File: config.mk
export PLATFORM = sky130hd
export DESIGN_NAME = uart_tx_arbiter
export DESIGN_NICKNAME = d
export VERILOG_FILES = /design/src/rtl/uart_tx_arb_pkg.sv /design/src/rtl/uart_tx_serializer.sv /design/src/rtl/uart_tx_arbiter.sv
export SDC_FILE = /design/constraint.sdc
export NUM_CORES = 1
export LEC_CHECK = 0
export CORE_AREA = 2 2 59 67
export DETAILED_ROUTE_END_ITERATION = 16
export DIE_AREA = 0 0 61 69
export PLACE_DENSITY = 0.83
export SLEW_MARGIN = 20
export SYNTH_ARGS = -nofsm -noshare
export SYNTH_HDL_FRONTEND = slang
export SYNTH_SLANG_ARGS = --single-unit
File: constraint.sdc
create_clock -name clk -period 5.45 [get_ports clk]
set_input_delay 1.635 -clock clk [delete_from_list [all_inputs] [get_ports clk]]
set_output_delay 1.635 -clock clk [all_outputs]
set_load 0.01 [all_outputs]
File: src/rtl/uart_tx_arb_pkg.sv
// Shared types and constants for the round-robin UART transmit arbiter.
// Optional even-parity bit is enabled with UART_TX_ARB_PARITY_EN.
package uart_tx_arb_pkg;

   typedef enum logic [2:0] {
      ST_IDLE,
      ST_START,
      ST_DATA,
      ST_PARITY,
      ST_STOP
   } uart_state_e;

   localparam int   UART_DATA_BITS  = 8;
   localparam logic UART_IDLE_LEVEL = 1'b1;

endpackage

File: src/rtl/uart_tx_serializer.sv
// 8N1 (or 8E1 with UART_TX_ARB_PARITY_EN) serializer with baud divider.
// Loads a byte in IDLE and shifts it out LSB first on a registered line.
module uart_tx_serializer
   import uart_tx_arb_pkg::*;
#(
   parameter int BAUD_DIV = 256
) (
   input  logic                      clk,
   input  logic                      reset,
   input  logic                      load,
   input  logic [UART_DATA_BITS-1:0] din,
   output logic                      idle,
   output logic                      tx
);

   localparam int CW = (BAUD_DIV > 1) ? $clog2(BAUD_DIV) : 1;
   localparam logic [CW-1:0] CNT_LOAD = CW'(BAUD_DIV - 1);

   uart_state_e               r_state;
   logic [CW-1:0]             r_cnt;
   logic [2:0]                r_bit;
   logic [UART_DATA_BITS-1:0] r_shift;
   logic                      r_tx;
`ifdef UART_TX_ARB_PARITY_EN
   logic                      r_par;
`endif
   logic                      w_tick;

   assign w_tick = (r_cnt == '0);
   assign idle   = (r_state == ST_IDLE);
   assign tx     = r_tx;

   always_ff @(posedge clk) begin
      if (reset) begin
         r_state <= ST_IDLE;
         r_cnt   <= '0;
         r_bit   <= '0;
         r_shift <= '0;
         r_tx    <= UART_IDLE_LEVEL;
`ifdef UART_TX_ARB_PARITY_EN
         r_par   <= 1'b0;
`endif
      end else begin
         unique case (r_state)
            ST_IDLE: begin
               if (load) begin
                  r_state <= ST_START;
                  r_tx    <= 1'b0;
                  r_cnt   <= CNT_LOAD;
                  r_bit   <= '0;
                  r_shift <= din;
`ifdef UART_TX_ARB_PARITY_EN
                  r_par   <= ^din;
`endif
               end
            end
            ST_START: begin
               if (w_tick) begin
                  r_state <= ST_DATA;
                  r_tx    <= r_shift[0];
                  r_shift <= r_shift >> 1;
                  r_cnt   <= CNT_LOAD;
               end else begin
                  r_cnt <= r_cnt - 1'b1;
               end
            end
            ST_DATA: begin
               if (w_tick) begin
                  // bit counter wraps 7->0 on the way out
                  r_bit <= r_bit + 3'd1;
                  r_cnt <= CNT_LOAD;
                  if (r_bit == 3'd7) begin
`ifdef UART_TX_ARB_PARITY_EN
                     r_state <= ST_PARITY;
                     r_tx    <= r_par;
`else
                     r_state <= ST_STOP;
                     r_tx    <= UART_IDLE_LEVEL;
`endif
                  end else begin
                     r_tx    <= r_shift[0];
                     r_shift <= r_shift >> 1;
                  end
               end else begin
                  r_cnt <= r_cnt - 1'b1;
               end
            end
            ST_PARITY: begin
               if (w_tick) begin
                  r_state <= ST_STOP;
                  r_tx    <= UART_IDLE_LEVEL;
                  r_cnt   <= CNT_LOAD;
               end else begin
                  r_cnt <= r_cnt - 1'b1;
               end
            end
            ST_STOP: begin
               if (w_tick) begin
                  r_state <= ST_IDLE;
               end else begin
                  r_cnt <= r_cnt - 1'b1;
               end
            end
            default: r_state <= ST_IDLE;
         endcase
      end
   end

endmodule

File: src/rtl/uart_tx_arbiter.sv
// Round-robin arbiter sharing one UART TX line among NUM_REQ producers.
// Parity frames are built when UART_TX_ARB_PARITY_EN is defined.
module uart_tx_arbiter
   import uart_tx_arb_pkg::*;
#(
   parameter  int NUM_REQ  = 4,
   parameter  int BAUD_DIV = 256,
   localparam int GW       = (NUM_REQ > 2) ? $clog2(NUM_REQ) : 1
) (
   input  logic                  clk,
   input  logic                  reset,
   input  logic [NUM_REQ-1:0]    req_valid,
   input  logic [8*NUM_REQ-1:0]  req_data,
   output logic [NUM_REQ-1:0]    req_ready,
   output logic                  uart_tx,
   output logic                  busy,
   output logic [GW-1:0]         grant_id
);

   logic [GW-1:0]             r_last_grant;
   logic [GW-1:0]             r_grant_id;
   logic [GW-1:0]             w_pick;
   logic [GW-1:0]             w_cand;
   logic                      w_found;
   logic                      w_idle;
   logic                      w_load;
   logic [UART_DATA_BITS-1:0] w_din;

   // search starts just after the last winner and wraps
   always_comb begin
      w_found = 1'b0;
      w_pick  = '0;
      w_cand  = '0;
      for (int k = 1; k <= NUM_REQ; k++) begin
         w_cand = GW'((int'(r_last_grant) + k) % NUM_REQ);
         if (!w_found && req_valid[w_cand]) begin
            w_found = 1'b1;
            w_pick  = w_cand;
         end
      end
   end

   always_comb begin
      w_din = '0;
      for (int i = 0; i < NUM_REQ; i++) begin
         if (w_pick == GW'(i)) begin
            w_din = req_data[8*i +: 8];
         end
      end
   end

   assign w_load    = w_idle & w_found & ~reset;
   assign req_ready = w_load ? (NUM_REQ'(1) << w_pick) : '0;
   assign busy      = ~w_idle;
   assign grant_id  = r_grant_id;

   always_ff @(posedge clk) begin
      if (reset) begin
         r_last_grant <= GW'(NUM_REQ - 1);
         r_grant_id   <= '0;
      end else if (w_load) begin
         r_last_grant <= w_pick;
         r_grant_id   <= w_pick;
      end
   end

   uart_tx_serializer #(
      .BAUD_DIV (BAUD_DIV)
   ) u_ser (
      .clk   (clk),
      .reset (reset),
      .load  (w_load),
      .din   (w_din),
      .idle  (w_idle),
      .tx    (uart_tx)
   );

endmodule

==> summary.md <==
| Metric | Value |
|---|---|
| Total power per unit cell area | 257.8 nW/um^2 |
| Via count of the first global-routing pass | 1723 |
| Number of antenna violations at the first check in global routing | 0 |
| Worst reg2reg path endpoint | u_ser.r_bit[2] |
| Total routing resource utilization after global routing | 0.2206 |
| Result of the run | complete, no violations |
| Floorplan row count | 23 |
| Worst-case reg-to-reg path depth | 7 |
| Worst Hold Path Cells | 2 |
| Sort of element at the start of the critical path | primary input |
| Wire length reported by the detailed router | 4417 um |
| Initial standard-cell utilization of the core | 0.5080 |
| Cell repeated most along the worst path | clkdlybuf4s50_1 |
| Period utilisation layout | 0.9746 |
| Netlist area before placement | 1798 um^2 |
| Source-to-sink clock delay at the later pin of the worst-skew pair | 0.27 ns |
| Worst min-delay path endpoint | grant_id[1] |
| Worst min-delay path category | register to register |
| Total of max-cap violations | 0 |
| Floorplan Core Area | 3540 um^2 |
| Antenna Violating Nets Remaining | 0 |
| Yosys cell types | 46 |
| Biggest cell delay along the critical path | 0.56 ns |
| Number of failing setup endpoints in the final timing report | 0 |
| DIE HEIGHT | 69 um |
| Static leakage | 0.8979 nW |
| Antenna cells | 0 |
| Wire length of the first global-routing pass | 7369 um |
| DPL Wire Length | 3463 um |
| Number of top-level pins | 46 |
| Endpoint arrival time on the critical path | 3.68 ns |
| Cts hold-fix bufs | 0 |
| Worst setup startpoint | req_valid[0] |
| Area added between synthesis and finish | 32.08% |
| Final Skew | 0.001186 ns |
| Data required, critical path | 3.82 ns |
| Total DRC errors in the routed layout | 0 |
| Num CTS Buffers | 3 |
| Reg-to-reg startpoint | u_ser.r_cnt[0] |
| Worst Setup End Kind | primary output |
| Most common flop cell mapped by yosys | dfxtp_1 |
| Final count of pins violating max slew | 0 |
| Shortest period the worst path allows | 5.312 ns |
| Max Fanout on Critical Path | 6 |
| Largest net degree at the start of global routing | 16 |
| Crit path max-delay family | buffers and inverters |
| Area of all placed cells without fillers | 2375 um^2 |
| Slew HR | 0.5612 |
| Worst slew pin tran | 0.6582 ns |
| Setup slack of the most critical reg-to-reg path | 3.14 ns |
| Gate count after technology mapping | 230 |
| Final Hold Vio Count | 0 |
| # port buffers | 45 |
| Number of enable-type register cells in the synthesized netlist | 0 |
| Count of buffer and inverter cells on the critical path | 2 |
| Routed vias/inst | 5.669 |
| Layout Nets | 318 |
| Clock-pin slew on the worst setup and hold paths | 0.09 ns |
| Die span in x | 61 um |
| Post-cts repair resize count | 0 |
| Root cell of the clock tree | clkbuf_8 |
| Maximum resistive drop on vdd | 204.5 uV |
| Highest achievable clock rate | 188.3 MHz |
| Number of iterations in the first detailed-routing pass | 4 |
| Fraction of final layout cells sized beyond drive strength 1 | 0.1051 |
| Seq/Total Area, Yosys | 0.3006 |
| Overall Power | 0.6122 mW |
| Initial detailed-routing violation count | 149 |
| Startpoint of the tightest hold check path | grant_id[1] |
| Mean Syn Cell Area | 7.817 um^2 |
| Weighted congestion reported at the end of routability-driven placement | 0.8274 |
| Overflow left after global routing | 0 |
| Routed vias | 1848 |
| Library cell contributing the largest single delay on the critical path | clkdlybuf4s50_1 |
| Number of setup buffers added after CTS | 0 |
| Count of H-tree levels built during CTS | 1 |
| Proportion of register bits with asynchronous set or reset after synthesis | 0 |
| Crit-path cells | clkdlybuf4s50_1, nor2b_1, o21a_1, or3_1, nor3_1, clkdlybuf4s50_1 |
| WL per Instance | 13.55 um |
| Unrepaired setup endpoints after global routing | false |
| Total placed instance area | 2328 um^2 |
| Count of clock tree sinks | 27 |
| #FFs+latches synth | 27 |
| Clock tree from TritonCTS | yes |
| Number of warnings reported in the yosys synthesis log | 0 |
| Die outline area | 4209 um^2 |
| Number of buffers on the longest clock path | 2 |
| Post-Syn Nets | 271 |
| Class of the most critical setup path | primary input to primary output |
| Final total negative setup slack | 0 ns |
-- worst max-delay path by stage --
stage                   end  cells past startpoint  slack [ns]
6_report       req_ready[0]                      6        0.14
5_1_grt        req_ready[0]                      6        0.03
4_1_cts        req_ready[0]                      6        0.13
3_3_place_gp   req_ready[0]                      6        0.16
2_1_floorplan  req_ready[0]                      6        0.84
3_5_place_dp   req_ready[0]                      6        0.14
-- worst min-delay path: cells and delay by family (launching register included) --
family,cells,cell delay [ns]
DFF,1,0.34
and+or+nand+nor,1,0.07
AOI/OAI and AO/OA,1,0.06
-- cell usage in the layout, fill, tap and decap left out, types with 4 or more instances in the layout --
| master | instances |
|---|---|
| clkdlybuf4s50_1 | 45 |
| nor2_1 | 28 |
| dfxtp_1 | 27 |
| a21oi_1 | 24 |
| o21ai_0 | 18 |
| o211ai_1 | 12 |
| buf_4 | 11 |
| inv_1 | 8 |
| mux2_2 | 8 |
| nand2_1 | 7 |
| mux2i_1 | 7 |
| nand2b_1 | 6 |
| xor2_1 | 6 |
| o21a_1 | 5 |
| nor3_1 | 5 |
| nand3_1 | 5 |
| or3_1 | 4 |
| o22ai_1 | 4 |
-- logic make-up after synthesis --
family	after synthesis	share of synthesized area
AO/OA/AOI/OAI	85	0.3041
XOR/XNOR	7	0.03410
adder cells (fa/ha/maj)	3	0.02088
buffers and inverters	22	0.05289
flip-flops	27	0.3006
multiplexers	15	0.08908
AND/OR/NAND/NOR	71	0.1983
-- flip-flops by register name (all words and copies together) (netlist names) --
signal,count
r_last_grant,2
u_ser.r_cnt,8
u_ser.r_shift,8
grant_id,2
u_ser.tx,1
u_ser.r_state,3
u_ser.r_bit,3
-- cell usage after synthesis, drive strengths merged, types with 3 or more instances --
| master | number | area share |
|---|---|---|
| nand2 | 7 | 0.015 |
| buf | 5 | 0.017 |
| clkbuf | 9 | 0.019 |
| mux2i | 7 | 0.039 |
| nand3 | 5 | 0.014 |
| o211ai | 12 | 0.050 |
| or2 | 3 | 0.010 |
| inv | 8 | 0.017 |
| dfxtp | 27 | 0.30 |
| a211oi | 3 | 0.013 |
| nor2 | 28 | 0.058 |
| nor3 | 6 | 0.019 |
| o21ai | 20 | 0.056 |
| o22ai | 4 | 0.014 |
| ha | 3 | 0.021 |
| xor2 | 6 | 0.029 |
| or3 | 4 | 0.014 |
| a21oi | 24 | 0.067 |
| mux2 | 8 | 0.050 |
| nand2b | 6 | 0.021 |
| o21a | 5 | 0.021 |
| nor2b | 3 | 0.010 |
-- report_power, final --
part	leakage, nW	internal [mW]	switching [mW]
Combinational	0.649	0.123	0.121
Sequential	0.224	0.229	0.0251
Clock	0.0255	0.0513	0.0627
Total	0.898	0.403	0.209
-- per-layer routing --
metal  track usage  vias up  part of all wire
met3       0.04503        8             0.047
met4       0.05314        0             0.015
met5             0        -                 0
li1              -      944                 -
met1        0.2934      843              0.45
met2        0.3596       53              0.49
-- metrics by stage --
step,instances,hold slack (ns),setup WS (ns),utilization
2_1_floorplan,230,0.4695,0.8383,-
5_1_grt,326,0.5237,0.03042,0.6709
3_3_place_gp,322,0.4688,0.1580,0.6578
3_5_place_dp,322,0.4789,0.1395,0.6578
6_report,326,0.4940,0.1385,0.6709
4_1_cts,326,0.5033,0.1304,0.6709
-- final cells by class --
class	count	area, um^2
Multi-Input combinational cell	181	1162
Inverter	8	30.03
Clock buffer	3	41.29
Clock inverter	1	5.005
Sequential cell	27	540.5
Fill cell	315	1165
Timing Repair Buffer	56	533.0
Tap cell	50	62.56
Note: power is estimated with default switching activity, not from simulation.
